==> src/rtl/uart_tx_arbiter.sv <==
// Four-way round-robin arbiter feeding one 8N1 UART transmitter.
// Each grant latches a single byte; the line is re-arbitrated only after its stop bit.
module uart_tx_arbiter #(
  parameter int CLKS_PER_BIT = 434
) (
  input  logic        iCLK_50,
  input  logic        iRST,
  input  logic [3:0]  iREQ,
  input  logic [31:0] iDATA,
  output logic [3:0]  oGNT,
  output logic [1:0]  oOWNER,
  output logic        oBUSY,
  output logic        oUART_TXD
);

  localparam int CW = (CLKS_PER_BIT > 1) ? $clog2(CLKS_PER_BIT) : 1;
  localparam logic [CW-1:0] BAUD_LAST = CW'(CLKS_PER_BIT - 1);
  localparam logic [CW-1:0] BAUD_ONE  = CW'(1);

  typedef enum logic [1:0] {S_IDLE, S_START, S_DATA, S_STOP} state_t;

  state_t        r_state, w_state_nxt;
  logic [CW-1:0] r_baud, w_baud_nxt;
  logic [2:0]    r_bit, w_bit_nxt;
  logic [7:0]    r_shift, w_shift_nxt;
  logic [1:0]    r_ptr, w_ptr_nxt;
  logic [3:0]    r_gnt, w_gnt_nxt;
  logic [1:0]    r_owner, w_owner_nxt;
  logic          r_busy, w_busy_nxt;
  logic          r_txd, w_txd_nxt;

  logic [7:0]    w_dbl;
  logic [3:0]    w_rot;
  logic [1:0]    w_off;
  logic [1:0]    w_sel;
  logic          w_baud_done;

  // Rotate the request vector so bit 0 is the requester at the priority pointer.
  assign w_dbl       = {iREQ, iREQ} >> r_ptr;
  assign w_rot       = w_dbl[3:0];
  assign w_sel       = r_ptr + w_off;
  assign w_baud_done = (r_baud == BAUD_LAST);

  always_comb begin
    w_off = 2'd3;
    if (w_rot[0])      w_off = 2'd0;
    else if (w_rot[1]) w_off = 2'd1;
    else if (w_rot[2]) w_off = 2'd2;
  end

  always_comb begin
    w_state_nxt = r_state;
    w_baud_nxt  = w_baud_done ? '0 : r_baud + BAUD_ONE;
    w_bit_nxt   = r_bit;
    w_shift_nxt = r_shift;
    w_ptr_nxt   = r_ptr;
    w_gnt_nxt   = 4'b0000;
    w_owner_nxt = r_owner;
    w_busy_nxt  = r_busy;
    w_txd_nxt   = r_txd;
    case (r_state)
      S_IDLE: begin
        w_baud_nxt = '0;
        if (|iREQ) begin
          w_state_nxt = S_START;
          w_shift_nxt = iDATA[{w_sel, 3'b000} +: 8];
          w_gnt_nxt   = 4'b0001 << w_sel;
          w_owner_nxt = w_sel;
          w_ptr_nxt   = w_sel + 2'd1;
          w_busy_nxt  = 1'b1;
          w_txd_nxt   = 1'b0;
          w_bit_nxt   = 3'd0;
        end
      end
      S_START: begin
        if (w_baud_done) begin
          w_state_nxt = S_DATA;
          w_baud_nxt  = '0;
          w_bit_nxt   = 3'd0;
          w_txd_nxt   = r_shift[0];
        end
      end
      S_DATA: begin
        if (w_baud_done) begin
          w_baud_nxt = '0;
          if (r_bit == 3'd7) begin
            w_state_nxt = S_STOP;
            w_txd_nxt   = 1'b1;
          end else begin
            w_bit_nxt   = r_bit + 3'd1;
            w_shift_nxt = r_shift >> 1;
            w_txd_nxt   = r_shift[1];
          end
        end
      end
      S_STOP: begin
        if (w_baud_done) begin
          w_state_nxt = S_IDLE;
          w_baud_nxt  = '0;
          w_busy_nxt  = 1'b0;
          w_txd_nxt   = 1'b1;
        end
      end
      default: w_state_nxt = S_IDLE;
    endcase
  end

  always_ff @(posedge iCLK_50 or posedge iRST) begin
    if (iRST) begin
      r_state <= S_IDLE;
      r_baud  <= '0;
      r_bit   <= 3'd0;
      r_ptr   <= 2'd0;
      r_gnt   <= 4'b0000;
      r_owner <= 2'd0;
      r_busy  <= 1'b0;
      r_txd   <= 1'b1;
    end else begin
      r_state <= w_state_nxt;
      r_baud  <= w_baud_nxt;
      r_bit   <= w_bit_nxt;
      r_ptr   <= w_ptr_nxt;
      r_gnt   <= w_gnt_nxt;
      r_owner <= w_owner_nxt;
      r_busy  <= w_busy_nxt;
      r_txd   <= w_txd_nxt;
    end
  end

  // Shift data is only meaningful after a grant loads it, so it carries no reset.
  always_ff @(posedge iCLK_50) begin
    r_shift <= w_shift_nxt;
  end

  assign oGNT      = r_gnt;
  assign oOWNER    = r_owner;
  assign oBUSY     = r_busy;
  assign oUART_TXD = r_txd;

endmodule
==> config.mk <==
export PLATFORM = sky130hd
export DESIGN_NAME = uart_tx_arbiter
export DESIGN_NICKNAME = d
export VERILOG_FILES = /design/src/rtl/uart_tx_arbiter.sv
export SDC_FILE = /design/constraint.sdc
export NUM_CORES = 1
export LEC_CHECK = 0
export ABC_AREA = 1
export CAP_MARGIN = 10
export CORE_UTILIZATION = 35
export DETAILED_ROUTE_END_ITERATION = 8
export GPL_TIMING_DRIVEN = 0
export PLACE_DENSITY = 0.68
export SLEW_MARGIN = 20
export SYNTH_ARGS = -nofsm -noshare
export SYNTH_HDL_FRONTEND = slang
export SYNTH_SLANG_ARGS = --single-unit
==> constraint.sdc <==
create_clock -name iCLK_50 -period 3.6 [get_ports iCLK_50]
set_input_delay 0.72 -clock iCLK_50 [delete_from_list [all_inputs] [get_ports iCLK_50]]
set_output_delay 0.72 -clock iCLK_50 [all_outputs]
set_load 0.02 [all_outputs]
# ---- After elaboration in Yosys (flattened, before gate mapping)
# Cells that the tools add are included.
dict set report word_totals {
  inputBits 38
  reg_bits 32
  n_memories 0
  output_inout_bits 8
  ram_bits 0
  wordCells 70
  latch_bits 0
  mem_bits_ro 0
}
dict set report op_classes {
  n_mux 31
  n_div 0
  add_sub_neg 4
  n_reduce_logical 12
  shifts 3
  n_mul 0
  eq_ne 11
  n_lt_le_gt_ge 0
  bitwise_logic 0
}
# cell count
set op_table {}
lappend op_table {{$shiftx 32x6->8} 1}
lappend op_table {{$mux 8} 3}
lappend op_table {{$pmux 9 s2} 1}
lappend op_table {{$pmux 8 s2} 1}
lappend op_table {{$mux 2} 7}
lappend op_table {{$mux 3} 4}
lappend op_table {{$ne 2x2->1 const B} 6}
lappend op_table {{$reduce_and 5->1} 2}
lappend op_table {{$add 9x1->9 const B} 1}
lappend op_table {{$eq 9x9->1 const B} 1}
lappend op_table {{$mux 9} 1}
lappend op_table {{$pmux 3 s3} 1}
lappend op_table {{$mux 1} 8}
lappend op_table {{$mux 4} 2}
lappend op_table {{$pmux 2 s4} 1}
lappend op_table {{$reduce_and 4->1} 2}
lappend op_table {{$shr 8x2->3} 1}
lappend op_table {{$eq 2x2->1 const B} 2}
lappend op_table {{$pmux 1 s4} 1}
lappend op_table {{$reduce_bool 2->1} 2}
lappend op_table {{$reduce_or 4->1} 1}
lappend op_table {{$shl 1x2->4 const A} 1}
lappend op_table {{$add 3x1->3 const B} 1}
lappend op_table {{$eq 3x3->1 const B} 1}
lappend op_table {{9 further kinds} 9}

# ---- Logic depth before layout (Yosys ltp)
dict set report logic_depth {
  ltp_word 8
  depth_mapped 14
  ltp_nobuf 13
}

# ---- Least setup slack after synthesis
# No wires, ideal clock.
dict set report synth_timing {
  kind {in2reg}
  from {in iREQ[1]}
  to {reg r_shift[6], data pin}
  path_slack_ps 1234
  setup_ps 252
  t_required_ps 3348
  n_path_buf 2
  cell_stages 12
  arrival_time_ps 2114
  path_cell_list {nand2_1 nand2_1 nor2_1 nor2_1 o22ai_1 ha_1 buf_6 buf_2 mux2i_1 nand3_1 nand3_2 nand2_2}
}
dict set report synth_via {
  elab_chain_cells 8
}
# element line_no
set synth_lines {}
lappend synth_lines {{start, declared} 8} ;# input logic [3:0] iREQ,
lappend synth_lines {{$shr 8x2->3 *} 39} ;# assign w_dbl = {iREQ, iREQ} >> r_ptr;
lappend synth_lines {{$mux 1} 48} ;# else if (w_rot[2]) w_off = 2'd2;
lappend synth_lines {{$mux 2} 47} ;# else if (w_rot[1]) w_off = 2'd1;
lappend synth_lines {{$mux 2 *} 46} ;# if (w_rot[0]) w_off = 2'd0;
lappend synth_lines {{$add 2x2->2 *} 41} ;# assign w_sel = r_ptr + w_off;
lappend synth_lines {{via w_sel[0]} 35} ;# logic [1:0] w_sel;
lappend synth_lines {{$shiftx 32x6->8 *} 66} ;# w_shift_nxt = iDATA[{w_sel, 3'b000} +: 8];
lappend synth_lines {{$mux 8 *} 64} ;# if (|iREQ) begin
lappend synth_lines {{$pmux 8 s2 *} 61} ;# case (r_state)
lappend synth_lines {{via w_shift_nxt[6]} 25} ;# logic [7:0] r_shift, w_shift_nxt;
lappend synth_lines {{end signal, assigned} 132} ;# r_shift <= w_shift_nxt;
lappend synth_lines {{end, declared} 25}
# The timed path passes the listed nets; every way through them passes the cells marked *. The select of a mux whose other input is x is not followed.
# A chain may end at the register's enable or synchronous reset.

# ---- Worst setup path after layout
# Same ends and word-level chain as after synthesis.

==> summary.md <==
| Metric | Value |
|---|---|
| Run status | `finished clean` |
| Share of the cycle needed by the critical path after routing | `0.785` |
| Nets in the synthesized netlist | `291` |
| Post-Synthesis Cell Area | `0.00207 mm²` |
| First-pass GRT wire length | `7090 µm` |
| Final Hold Fails | `0` |
| Switching portion of total power | `0.458` |
| Data arrival time at the worst-slack endpoint | `2880 ps` |
| Maximum clock insertion buffer count | `2` |
| Number of library cell types mapped by synthesis | `33` |
| Total Negative Setup Slacks | `0 ps` |
| Most frequent cells in the layout | `sky130_fd_sc_hd__nand2_1, sky130_fd_sc_hd__clkdlybuf4s50_1, sky130_fd_sc_hd__nor2_1, sky130_fd_sc_hd__dfrtp_1, sky130_fd_sc_hd__inv_1` |
| Ratio of cells with drive above 1 in the final layout | `0.166` |
| Fmax | `0.354 GHz` |
| Sequential cell area | `842 µm²` |
| Post-CTS setup-driven buffer insertion count | `0` |
| Data required time of the worst path | `3650 ps` |
| Worst-case reg-to-reg path depth | `13` |
| First DRT Iteration DRCs | `53` |
| Post-synthesis async set-or-reset flop share | `0.750` |
| HPWL after DPL | `3180 µm` |
| H-tree depth | `2` |
| Setup crit end kind | `flip-flop` |
| Slew headroom | `0.406` |
| Leakage power total | `1.27 nW` |
| WL final | `4090 µm` |
| Core region area | `0.00561 mm²` |
| Worst R2R End | `r_shift[6]` |
| Number of storage elements in the synthesis netlist | `32` |
| Hold crit path type | `flip-flop to flip-flop` |
| Reg-to-reg critical path startpoint | `r_ptr[0]` |
| Vias in the first global route | `1,603` |
| Die area | `0.00623 mm²` |
| Placement row count | `27` |
| Count of hold buffers inserted by post-cts repair | `0` |
| Internal Pwr Total | `1.36 mW` |
| I/O pin count | `46` |
| Fin Clk Skew | `2.96 ps` |
| Number of port buffers | `45` |
| Area growth, synth to finish | `30.6%` |
| Width of the die | `78.9 µm` |
| Pre-CTS setup slack | `438 ps` |
| Final min period | `2830 ps` |
| Weighted congestion at the end of routability-driven global placement | `0.796` |
| Cell count after synthesis | `242` |
| Fin worst setup slack | `773 ps` |
| Worst VDD drop | `0.472 mV` |
| Area of combinational cells with multiple inputs | `0.00110 mm²` |
| Portion of total power attributed to sequential cells | `0.256` |
| Number of max-slew violations in the final report | `0` |
| Clk root buf | `sky130_fd_sc_hd__clkbuf_8` |
| Num CTS Buffers | `5` |
| Slew at the pin closest to its max-slew limit | `889 ps` |
| Overall Power | `2.52 mW` |
| Routed Antenna Nets | `0` |
| CTS tree | `done` |
| Overflow left after global routing | `0` |
| Sequential element share of the synthesized area | `0.407` |
| GRT Total Usage | `0.145` |
| Slowest-stage cell, CP | `sky130_fd_sc_hd__clkdlybuf4s50_1` |
| Number of antenna violations at the first check in global routing | `0` |
| Main synth FF type | `sky130_fd_sc_hd__dfrtp_1` |
| Setup crit start | `iREQ[1]` |
| Average size of a mapped cell | `8.56 µm²` |
| Total of cells resized after clock tree synthesis | `0` |
| Via density | `4.69` |
| Total number of vias | `1,722` |
| Number of synthesis warnings | `0` |
| Die outline height | `78.9 µm` |
| Clock latency of the later-clocked register in the worst-skew pair | `290 ps` |
| Startpoint Class | `primary input` |
| Critical setup path kind | `primary input to flip-flop` |
| Maximum fanout along the worst path | `10` |
| Number of fillers in the final layout | `565` |
| Power density over cell area | `931 mW/mm²` |
| Gate power share | `0.634` |
| Post-synth EDFFs | `8` |
| Clock transition at path regs | `70 ps` |
| Number of antenna cells inserted | `0` |
| CTS sink cnt | `32` |
| Stage delay of the slowest cell on the critical path | `500 ps` |
| Max-Cap Viols | `0` |
| Drc violations | `0` |
| Routed wirelength normalized by instance count | `11.1 µm` |
| Psw | `1.15 mW` |
| Number of endpoints failing setup at the final stage | `0` |
| Proportion of power drawn by the clock network | `0.110` |
| Sequence of cells on the critical path | `clkdlybuf4s50_1 > nand2_1 > nand2_1 > nor2_1 > nor2_1 > o22ai_1 > ha_1 > buf_6 > buf_2 > mux2i_1 > nand3_1 > nand3_2 > nand2_2` |
| Number of iterations in the first detailed-routing pass | `6` |
| Worst setup endpoint | `r_shift[6]` |
| Pin count of the biggest net entering global routing | `25` |
| Setup repair after global routing missed its margin | `false` |
| Reg2reg setup slack | `1160 ps` |
| Most frequent standard cell in the layout excluding fill and tap cells | `sky130_fd_sc_hd__nand2_1` |
| Post-layout net count | `343` |
| Initial cell density of the core | `0.369` |
==> worst max-delay path, delay by kind of cell <==
| kind | cells | cell delay, ps |
|---|---|---|
| and+or+nand+nor | 7 | 600 |
| AOI/OAI and AO/OA | 1 | 70 |
| adders and majority gates | 1 | 290 |
| muxes | 1 | 250 |
| buffers and inverters | 3 | 920 |
==> layout make-up <==
class	count	share of cell area
Buffer	5	0.0167
Clock buffer	5	0.0255
Clock inverter	3	0.00694
Inverter	23	0.0319
Multi-Input combinational cell	182	0.408
Sequential cell	32	0.311
Tap cell	72	0.0333
Timing Repair Buffer	45	0.167
==> layer usage <==
layer | track usage | wire, µm
met1 | 0.187 | 1890
met2 | 0.243 | 1930
met3 | 0.0310 | 218
met4 | 0.0436 | 51
met5 | 0 | 0
==> synth_stat cells (4+ instances only) <==
cell / count / share of area
sky130_fd_sc_hd__nand3_1: 12 / 0.029
sky130_fd_sc_hd__nand2_1: 58 / 0.11
sky130_fd_sc_hd__nor2_1: 28 / 0.051
sky130_fd_sc_hd__ha_1: 11 / 0.066
sky130_fd_sc_hd__o21ai_0: 7 / 0.017
sky130_fd_sc_hd__nand2_2: 17 / 0.051
sky130_fd_sc_hd__nand3_2: 10 / 0.048
sky130_fd_sc_hd__inv_1: 22 / 0.040
sky130_fd_sc_hd__mux2i_1: 14 / 0.068
sky130_fd_sc_hd__dfrtp_1: 23 / 0.28
sky130_fd_sc_hd__edfxtp_1: 8 / 0.12
sky130_fd_sc_hd__nor3_1: 4 / 0.0097
==> how the worst min path moves through the flow <==
stage | from | to | slack, ps | depth (start not counted)
floorplan | r_bit[1] | r_bit[1] | 460 | 2
global placement | oUART_TXD | oUART_TXD | 460 | 2
detailed placement | oUART_TXD | oUART_TXD | 470 | 2
CTS | oUART_TXD | oUART_TXD | 480 | 2
global route | oOWNER[0] | oOWNER[0] | 520 | 1
finish | oUART_TXD | oUART_TXD | 470 | 2
==> power groups by stage <==
stage	Combinational [mW]	Clock, mW	Sequential, mW
2_1_floorplan	1.24	0	0.667
3_3_place_gp	1.58	0	0.648
3_5_place_dp	1.62	0	0.649
4_1_cts	1.62	0.284	0.646
5_1_grt	1.78	0.298	0.662
6_report	1.60	0.277	0.645
==> stage by stage <==
stage               utilization  std cells  instance area [µm²]  hold WS [ps]
global route              0.482        367                 2700           517
finish                    0.482        367                 2700           473
detailed placement        0.467        359                 2620           468
floorplan                     -        242                 2070           457
CTS                       0.482        367                 2700           479
global placement          0.466        359                 2610           464
==> cell families after synthesis <==
| logic type | Yosys count | synth area share |
|---|---|---|
| xor+xnor | 3 | 0.0127 |
| simple gates | 137 | 0.332 |
| fa+ha+maj | 11 | 0.0665 |
| flops | 32 | 0.407 |
| compound gates | 17 | 0.0514 |
| buf+inv | 28 | 0.0634 |
| mux | 14 | 0.0677 |
==> registers in the layout (all words and copies together) (netlist names) <==
signal / flops
oBUSY: 1
oGNT: 4
oOWNER: 2
oUART_TXD: 1
r_baud: 9
r_bit: 3
r_ptr: 2
r_shift: 8
r_state: 2
(Power assumes the default switching activity.)
